==> src/rtl/morse_tx_queued_if.sv <==
// Letter-queue handshake between a host and the Morse transmitter.
interface morse_tx_queued_if;
  logic       Start;
  logic [4:0] Letter;
  logic       Ready;
  logic       Overflow;
  logic       Invalid;

  modport master (output Start, Letter, input Ready, Overflow, Invalid);
  modport slave  (input Start, Letter, output Ready, Overflow, Invalid);
endinterface

==> src/rtl/morse_tx_queued.sv <==
// Queued Morse keyer: letters A..Z are buffered in a small FIFO and keyed out
// one unit period per ClockIn/DIV, each followed by a 3-unit letter gap.
//
// state | meaning
// IDLE  | nothing to send, outputs quiet
// LOAD  | fetch next letter (queue pop, or last letter in repeat mode)
// SEND  | shifting the letter pattern out MSB-first
// GAP   | 3 silent unit periods after each letter
module morse_tx_queued #(
  parameter int CLOCK_FREQUENCY = 500,
  parameter int BIT_RATE_HZ     = 2,
  parameter int FIFO_DEPTH      = 4
) (
  input  logic               ClockIn,
  input  logic               Reset,
  morse_tx_queued_if.slave   bus,
  input  logic               Repeat,
  output logic               DotDashOut,
  output logic               NewBitOut,
  output logic               Busy,
  output logic               Done
);

  localparam int DIV = CLOCK_FREQUENCY / BIT_RATE_HZ;
  localparam int DW  = (DIV > 1) ? $clog2(DIV) : 1;
  localparam int PW  = $clog2(FIFO_DEPTH);
  localparam int CW  = PW + 1;
  localparam logic [DW-1:0] DIV_RELOAD = DW'(DIV - 1);
  localparam logic [CW-1:0] DEPTH_C    = CW'(FIFO_DEPTH);

  typedef enum logic [1:0] {IDLE, LOAD, SEND, GAP} state_t;

  // {pattern left-aligned, length in units}; dot=1, dash=111, element gap=0
  function automatic logic [20:0] rom(input logic [4:0] l);
    case (l)
      5'd0:  rom = {16'hB800, 5'd5};
      5'd1:  rom = {16'hEA80, 5'd9};
      5'd2:  rom = {16'hEBA0, 5'd11};
      5'd3:  rom = {16'hEA00, 5'd7};
      5'd4:  rom = {16'h8000, 5'd1};
      5'd5:  rom = {16'hAE80, 5'd9};
      5'd6:  rom = {16'hEE80, 5'd9};
      5'd7:  rom = {16'hAA00, 5'd7};
      5'd8:  rom = {16'hA000, 5'd3};
      5'd9:  rom = {16'hBBB8, 5'd13};
      5'd10: rom = {16'hEB80, 5'd9};
      5'd11: rom = {16'hBA80, 5'd9};
      5'd12: rom = {16'hEE00, 5'd7};
      5'd13: rom = {16'hE800, 5'd5};
      5'd14: rom = {16'hEEE0, 5'd11};
      5'd15: rom = {16'hBBA0, 5'd11};
      5'd16: rom = {16'hEEB8, 5'd13};
      5'd17: rom = {16'hBA00, 5'd7};
      5'd18: rom = {16'hA800, 5'd5};
      5'd19: rom = {16'hE000, 5'd3};
      5'd20: rom = {16'hAE00, 5'd7};
      5'd21: rom = {16'hAB80, 5'd9};
      5'd22: rom = {16'hBB80, 5'd9};
      5'd23: rom = {16'hEAE0, 5'd11};
      5'd24: rom = {16'hEBB8, 5'd13};
      5'd25: rom = {16'hEEA0, 5'd11};
      default: rom = {16'h0000, 5'd0};
    endcase
  endfunction

  state_t          state_q, state_d;
  logic [4:0]      mem_q [FIFO_DEPTH];
  logic [4:0]      mem_d [FIFO_DEPTH];
  logic [PW-1:0]   wr_ptr_q, wr_ptr_d, rd_ptr_q, rd_ptr_d;
  logic [CW-1:0]   count_q, count_d;
  logic [DW-1:0]   div_q, div_d;
  logic [15:0]     shift_q, shift_d;
  logic [4:0]      rem_q, rem_d;
  logic [4:0]      last_q, last_d;
  logic            rep_q, rep_d;
  logic            done_q, done_d, ovf_q, ovf_d, inv_q, inv_d;

  logic            valid, full, push, pop, strobe;
  logic [4:0]      sel;

  always_comb begin
    state_d  = state_q;
    mem_d    = mem_q;
    wr_ptr_d = wr_ptr_q;
    rd_ptr_d = rd_ptr_q;
    div_d    = div_q;
    shift_d  = shift_q;
    rem_d    = rem_q;
    last_d   = last_q;
    rep_d    = rep_q;
    done_d   = 1'b0;
    sel      = rep_q ? last_q : mem_q[rd_ptr_q];

    // Admission uses the pre-pop count, so a full queue rejects even if LOAD pops now
    valid  = (bus.Letter <= 5'd25);
    full   = (count_q == DEPTH_C);
    push   = bus.Start && valid && !full;
    pop    = (state_q == LOAD) && !rep_q;
    inv_d  = bus.Start && !valid;
    ovf_d  = bus.Start && valid && full;
    strobe = ((state_q == SEND) || (state_q == GAP)) && (div_q == '0);

    if (push) begin
      mem_d[wr_ptr_q] = bus.Letter;
      wr_ptr_d        = wr_ptr_q + PW'(1);
    end
    if (pop) rd_ptr_d = rd_ptr_q + PW'(1);
    count_d = count_q + CW'(push) - CW'(pop);

    case (state_q)
      IDLE: if (count_q != '0) state_d = LOAD;
      LOAD: begin
        {shift_d, rem_d} = rom(sel);
        last_d  = sel;
        div_d   = DIV_RELOAD;
        rep_d   = 1'b0;
        state_d = SEND;
      end
      SEND: begin
        div_d = strobe ? DIV_RELOAD : div_q - DW'(1);
        if (strobe) begin
          shift_d = {shift_q[14:0], 1'b0};
          if (rem_q == 5'd1) begin
            rem_d   = 5'd3;
            state_d = GAP;
          end else begin
            rem_d = rem_q - 5'd1;
          end
        end
      end
      GAP: begin
        div_d = strobe ? DIV_RELOAD : div_q - DW'(1);
        if (strobe) begin
          if (rem_q != 5'd1) begin
            rem_d = rem_q - 5'd1;
          end else if (count_q != '0) begin
            state_d = LOAD;
          end else if (Repeat) begin
            rep_d   = 1'b1;
            state_d = LOAD;
          end else begin
            done_d  = 1'b1;
            state_d = IDLE;
          end
        end
      end
      default: state_d = IDLE;
    endcase
  end

  always_ff @(posedge ClockIn) begin
    if (Reset) begin
      state_q  <= IDLE;
      mem_q    <= '{default: '0};
      wr_ptr_q <= '0;
      rd_ptr_q <= '0;
      count_q  <= '0;
      div_q    <= '0;
      shift_q  <= '0;
      rem_q    <= '0;
      last_q   <= 5'd0;
      rep_q    <= 1'b0;
      done_q   <= 1'b0;
      ovf_q    <= 1'b0;
      inv_q    <= 1'b0;
    end else begin
      state_q  <= state_d;
      mem_q    <= mem_d;
      wr_ptr_q <= wr_ptr_d;
      rd_ptr_q <= rd_ptr_d;
      count_q  <= count_d;
      div_q    <= div_d;
      shift_q  <= shift_d;
      rem_q    <= rem_d;
      last_q   <= last_d;
      rep_q    <= rep_d;
      done_q   <= done_d;
      ovf_q    <= ovf_d;
      inv_q    <= inv_d;
    end
  end

  assign DotDashOut   = (state_q == SEND) && shift_q[15];
  assign NewBitOut    = strobe;
  assign Busy         = (state_q != IDLE);
  assign Done         = done_q;
  assign bus.Ready    = (count_q < DEPTH_C);
  assign bus.Overflow = ovf_q;
  assign bus.Invalid  = inv_q;

endmodule

==> src/flat_wrapper.sv <==
// flat-port wrapper written by rule: the top's interface ports become plain ports
module morse_tx_queued_flat 
#(
  parameter int CLOCK_FREQUENCY = 500,
  parameter int BIT_RATE_HZ     = 2,
  parameter int FIFO_DEPTH      = 4
)
  (ClockIn, Reset, Repeat, DotDashOut, NewBitOut, Busy, Done, bus_Start, bus_Letter, bus_Ready, bus_Overflow, bus_Invalid);
  morse_tx_queued_if bus_i ();
  input  logic ClockIn;
  input  logic Reset;
  input  logic Repeat;
  output logic DotDashOut;
  output logic NewBitOut;
  output logic Busy;
  output logic Done;
  input wire logic [$bits(bus_i.Start)-1:0] bus_Start;
  input wire logic [$bits(bus_i.Letter)-1:0] bus_Letter;
  output wire logic [$bits(bus_i.Ready)-1:0] bus_Ready;
  output wire logic [$bits(bus_i.Overflow)-1:0] bus_Overflow;
  output wire logic [$bits(bus_i.Invalid)-1:0] bus_Invalid;
  assign bus_i.Start = bus_Start;
  assign bus_i.Letter = bus_Letter;
  assign bus_Ready = bus_i.Ready;
  assign bus_Overflow = bus_i.Overflow;
  assign bus_Invalid = bus_i.Invalid;
  morse_tx_queued #(.CLOCK_FREQUENCY(CLOCK_FREQUENCY), .BIT_RATE_HZ(BIT_RATE_HZ), .FIFO_DEPTH(FIFO_DEPTH)) u_core (.ClockIn(ClockIn), .Reset(Reset), .bus(bus_i), .Repeat(Repeat), .DotDashOut(DotDashOut), .NewBitOut(NewBitOut), .Busy(Busy), .Done(Done));
endmodule
==> config.mk <==
export PLATFORM = sky130hd
export DESIGN_NAME = morse_tx_queued_flat
export DESIGN_NICKNAME = d
export VERILOG_FILES = /design/src/rtl/morse_tx_queued_if.sv /design/src/rtl/morse_tx_queued.sv /design/src/flat_wrapper.sv
export SDC_FILE = /design/constraint.sdc
export NUM_CORES = 1
export LEC_CHECK = 0
export CAP_MARGIN = 20
export CORE_MARGIN = 2
export CORE_UTILIZATION = 50
export CTS_CLUSTER_DIAMETER = 80
export DETAILED_ROUTE_END_ITERATION = 8
export HOLD_SLACK_MARGIN = 0.02
export PLACE_DENSITY = 0.68
export SLEW_MARGIN = 10
export SYNTH_ARGS = -nofsm -noshare
export SYNTH_HDL_FRONTEND = slang
export SYNTH_SLANG_ARGS = --single-unit
==> constraint.sdc <==
create_clock -name ClockIn -period 5.65 [get_ports ClockIn]
set_clock_uncertainty 0.15 [all_clocks]
set_input_delay 0.565 -clock ClockIn [delete_from_list [all_inputs] [get_ports ClockIn]]
set_output_delay 0.565 -clock ClockIn [all_outputs]
set_load 0.05 [all_outputs]
==> results <==
- The flow ran to the end, and the final reports show no timing, DRC or antenna violations.
- Entering global routing, the biggest net connects 64 pins.
- STA puts the critical path data required time at 5.72 ns.
- The sum of overflow across all layers after global routing is 0.
- The number of port buffers is 15.
- The number of global-route vias before repair is 3263.
- In this run the standard cell core region covers 0.00765 mm2.
- The clock transition at the registers of the reported paths is 0.08 ns.
- The starting density of the core is 51.3%.
- Once the clock tree was built, the resizer swapped 0 gates to a different size.
- The HPWL after detailed placement is 7070 um.
- The power density normalized to cell area is 476 mW/mm2.
- The post-synthesis average cell area is 8.06 um2.
- Counting tap cells, the placed design contains a total of 582 instances.
- The count of cells along the worst register-to-register path is 8.
- The number of violations of the max-capacitance limit is 0.
- The relative area change from synthesis to final layout is 9.50%.
- The startpoint-to-endpoint class of the critical path is reg2reg.
- Data on the critical path arrives at its endpoint at 3.53 ns.
- In the routed layout, each cell is associated on average with a via count of 5.93.
- The count of endpoints failing hold in the final timing report is 0.
- Along the worst hold path, the cell count comes to 2.
- In the final timing run, aggregate negative setup slack is 0 ns.
- The number of cells produced by synthesis is 487.
- The sort of element at the end of the critical path is a flip-flop.
- At the end of the flow, the number of nets in the layout was 522.
- The synthesized area is 0.00392 mm2.
- The clock latency of the later-clocked register in the worst-skew pair is 0.36 ns.
- The die width is 92.6 um.
- The chip height is 92.6 um.
- The leakage power of the design is 1.55 nW.
- The maximum clock insertion buffer count is 2.
- The final routed DRC violation total is 0.
- The startpoint of the worst setup timing path is u_core.rd_ptr_q[0]$_SDFFE_PP0P_.
- The maximum vdd drop is 0.000215 V.
- The share of synthesized area occupied by flip-flops and latches is 32.7%.
- The number of buffers created by CTS is 9.
- The number of nets handed over by synthesis was 518.
- The worst path uses 61.4% of the clock period.
- The average wire per cell in the routed design is 16.6 um.
- The setup violation total in the final timing report is 0.
- CTS placed an instance of sky130_fd_sc_hd__clkbuf_8 at the clock tree root.
- The launch point of the worst reg-to-reg path is u_core.rd_ptr_q[0]$_SDFFE_PP0P_.
- In this run, post-CTS hold repair placed 0 buffers.
- After synthesis the netlist holds a flip-flop and latch count of 64.
- The ratio of cells with drive above 1 in the final layout is 8.27%.
- In this run the count of I/O pins placed on the die edge is 16.
- The first detailed-routing pass ran for 6 iterations.
- At the end of routability-driven placement, the weighted congestion stood at 0.940.
- CTS saw 64 sinks.
- The total wire length is 9930 um.
- The count of cells in the finished layout, fillers not included, comes to 598.
- After layout, the minimum clock period comes to 3.47 ns.
- In the layout the commonest cells are 64 x sky130_fd_sc_hd__nand2_1, 64 x sky130_fd_sc_hd__dfxtp_1, 47 x sky130_fd_sc_hd__a21oi_1.
- The detail route stage leaves a number of antenna-violating nets equal to 0.
- Counting flops with a built-in enable in the synthesized netlist gives 0.
- The worst setup path is launched from a flip-flop.
- Of all cell types, the one taking the most synthesized area is sky130_fd_sc_hd__dfxtp_1.
- The post-CTS setup buffer count is 0.
- Headroom to the max-slew limit came out at 26.5%.
- Setup repair after global routing left no endpoint under its margin.
- The number of H-tree levels is 3.
- Among all flip-flop cells after synthesis, the most frequent one is sky130_fd_sc_hd__dfxtp_1.
- Ranked by total cell area, the synthesized netlist is headed by sky130_fd_sc_hd__dfxtp_1 33%, sky130_fd_sc_hd__ha_1 6.7%, sky130_fd_sc_hd__nand2_1 6.1%.
- The global-route wire length before repair is 16100 um.
- The floorplan has 32 rows.
- Counting distinct cell types in the post-synthesis netlist gives 69.
- The via total after detailed routing is 3548.
- Global routing consumed, over all layers together, 23.8% of the routing resources.
- The final count of pins violating max slew was 0.
- The number of DRC markers after the initial detailed-route iteration is 256.
- The total inserted antenna cells is 0.
- The class of the most critical hold timing path is reg2reg.
- The CTS tree is yes.
- For this run, asynchronously set or reset flops after synthesis account for 0%.
- The largest fanout of any net on the critical path is 16.
- The launch point of the worst hold path is u_core.mem_q[1]$_SDFFE_PP0P_.
- Based on the critical path, the design can be clocked at up to 0.288 GHz.
- The floorplan step defined a die boundary enclosing 0.00857 mm2.
- Yosys printed 0 warnings.
- After synthesis, the largest area contributor takes up 32.7% of total cell area.
- The slew at the pin with the worst max-slew slack is 1.10 ns.
- The initial antenna violation count is 0.
cells by family (layout without fill, tap and decap cells):
logic type	after synthesis	count (layout)	synth area share, %
adders and majority gates	22	22	7.21
buffers and inverters	50	59	5.45
DFF	64	64	32.7
xor gates and xnor gates	9	9	2.01
and+or+nand+nor	183	183	22.5
AOI/OAI and AO/OA	138	138	23.9
muxes	21	21	6.28
metal layers:
layer / track usage [%] / up-vias / routed length, um
met4: 10.1 / 0 / 268
met1: 29.4 / 1658 / 4460
li1: - / 1781 / -
met2: 40.3 / 85 / 4770
met3: 4.48 / 24 / 428
met5: 0 / - / 0
final timing paths:
path / to / slack [ns]
min reg2reg: u_core.mem_q[1]$_SDFFE_PP0P_ / 0.31
max reg2reg: u_core.shift_q[7]$_SDFFE_PP0P_ / 2.18
min: u_core.mem_q[1]$_SDFFE_PP0P_ / 0.31
max: u_core.shift_q[7]$_SDFFE_PP0P_ / 2.18
layout make-up:
cell class	instances	area [um2]
Fill cell	741	3350
Tap cell	102	128
Clock inverter	5	56.3
Inverter	25	93.8
Clock buffer	11	141
Multi-Input combinational cell	373	2430
Timing Repair Buffer	18	168
Sequential cell	64	1280
registers in the layout, indices dropped and copies added (netlist names):
signal               count
u_core.Done              1
u_core.bus.Invalid       1
u_core.bus.Overflow      1
u_core.count_q           3
u_core.div_q             8
u_core.last_q            5
u_core.mem_q            20
u_core.rd_ptr_q          2
u_core.rem_q             5
u_core.rep_q             1
u_core.shift_q          13
u_core.state_q           2
u_core.wr_ptr_q          2
critical path, cell delays in order (launching register included):
cell and delay, ns:
sky130_fd_sc_hd__dfxtp_1 0.82, sky130_fd_sc_hd__mux2i_1 0.24, sky130_fd_sc_hd__a22oi_1 0.34, sky130_fd_sc_hd__o21ai_0 0.35
sky130_fd_sc_hd__ha_1 0.36, sky130_fd_sc_hd__and2_1 0.18, sky130_fd_sc_hd__o211a_1 0.23, sky130_fd_sc_hd__o41ai_1 0.50
sky130_fd_sc_hd__a31oi_1 0.15
power by group:
part / switching [W] / internal (W)
Sequential: 0.000109 / 0.000544
Combinational: 0.000601 / 0.000386
Clock: 0.000190 / 0.000215
cell usage after synthesis (all sizes together), types with 3 or more instances:
library cell	number
a31oi	8
nor3	14
mux2i	13
a311oi	3
nor2b	3
and2	4
a22oi	6
o211ai	8
nor4	4
xnor2	7
clkbuf	18
nand2	64
a21oi	47
o21ai	16
a211oi	7
nor2	35
and3	4
inv	23
o22ai	5
o32ai	3
ha	21
buf	7
nand4	3
or2	4
dfxtp	64
o31ai	4
o221ai	3
nand2b	6
nand3	30
or3	4
mux2	6
through the flow:
step                instance area (um2)  setup slack [ns]  hold slack, ns  utilization, %  power, W
CTS                                4300              2.22           0.312            56.2   0.00204
global placement                   4100              2.24           0.294            53.6   0.00162
global route                       4300              1.95           0.332            56.2   0.00219
finish                             4300              2.18           0.312            56.2   0.00205
floorplan                          3920              2.87           0.283               -   0.00142
detailed placement                 4100              2.16           0.302            53.6   0.00163
No activity file was read; power rests on OpenSTA's default activity.
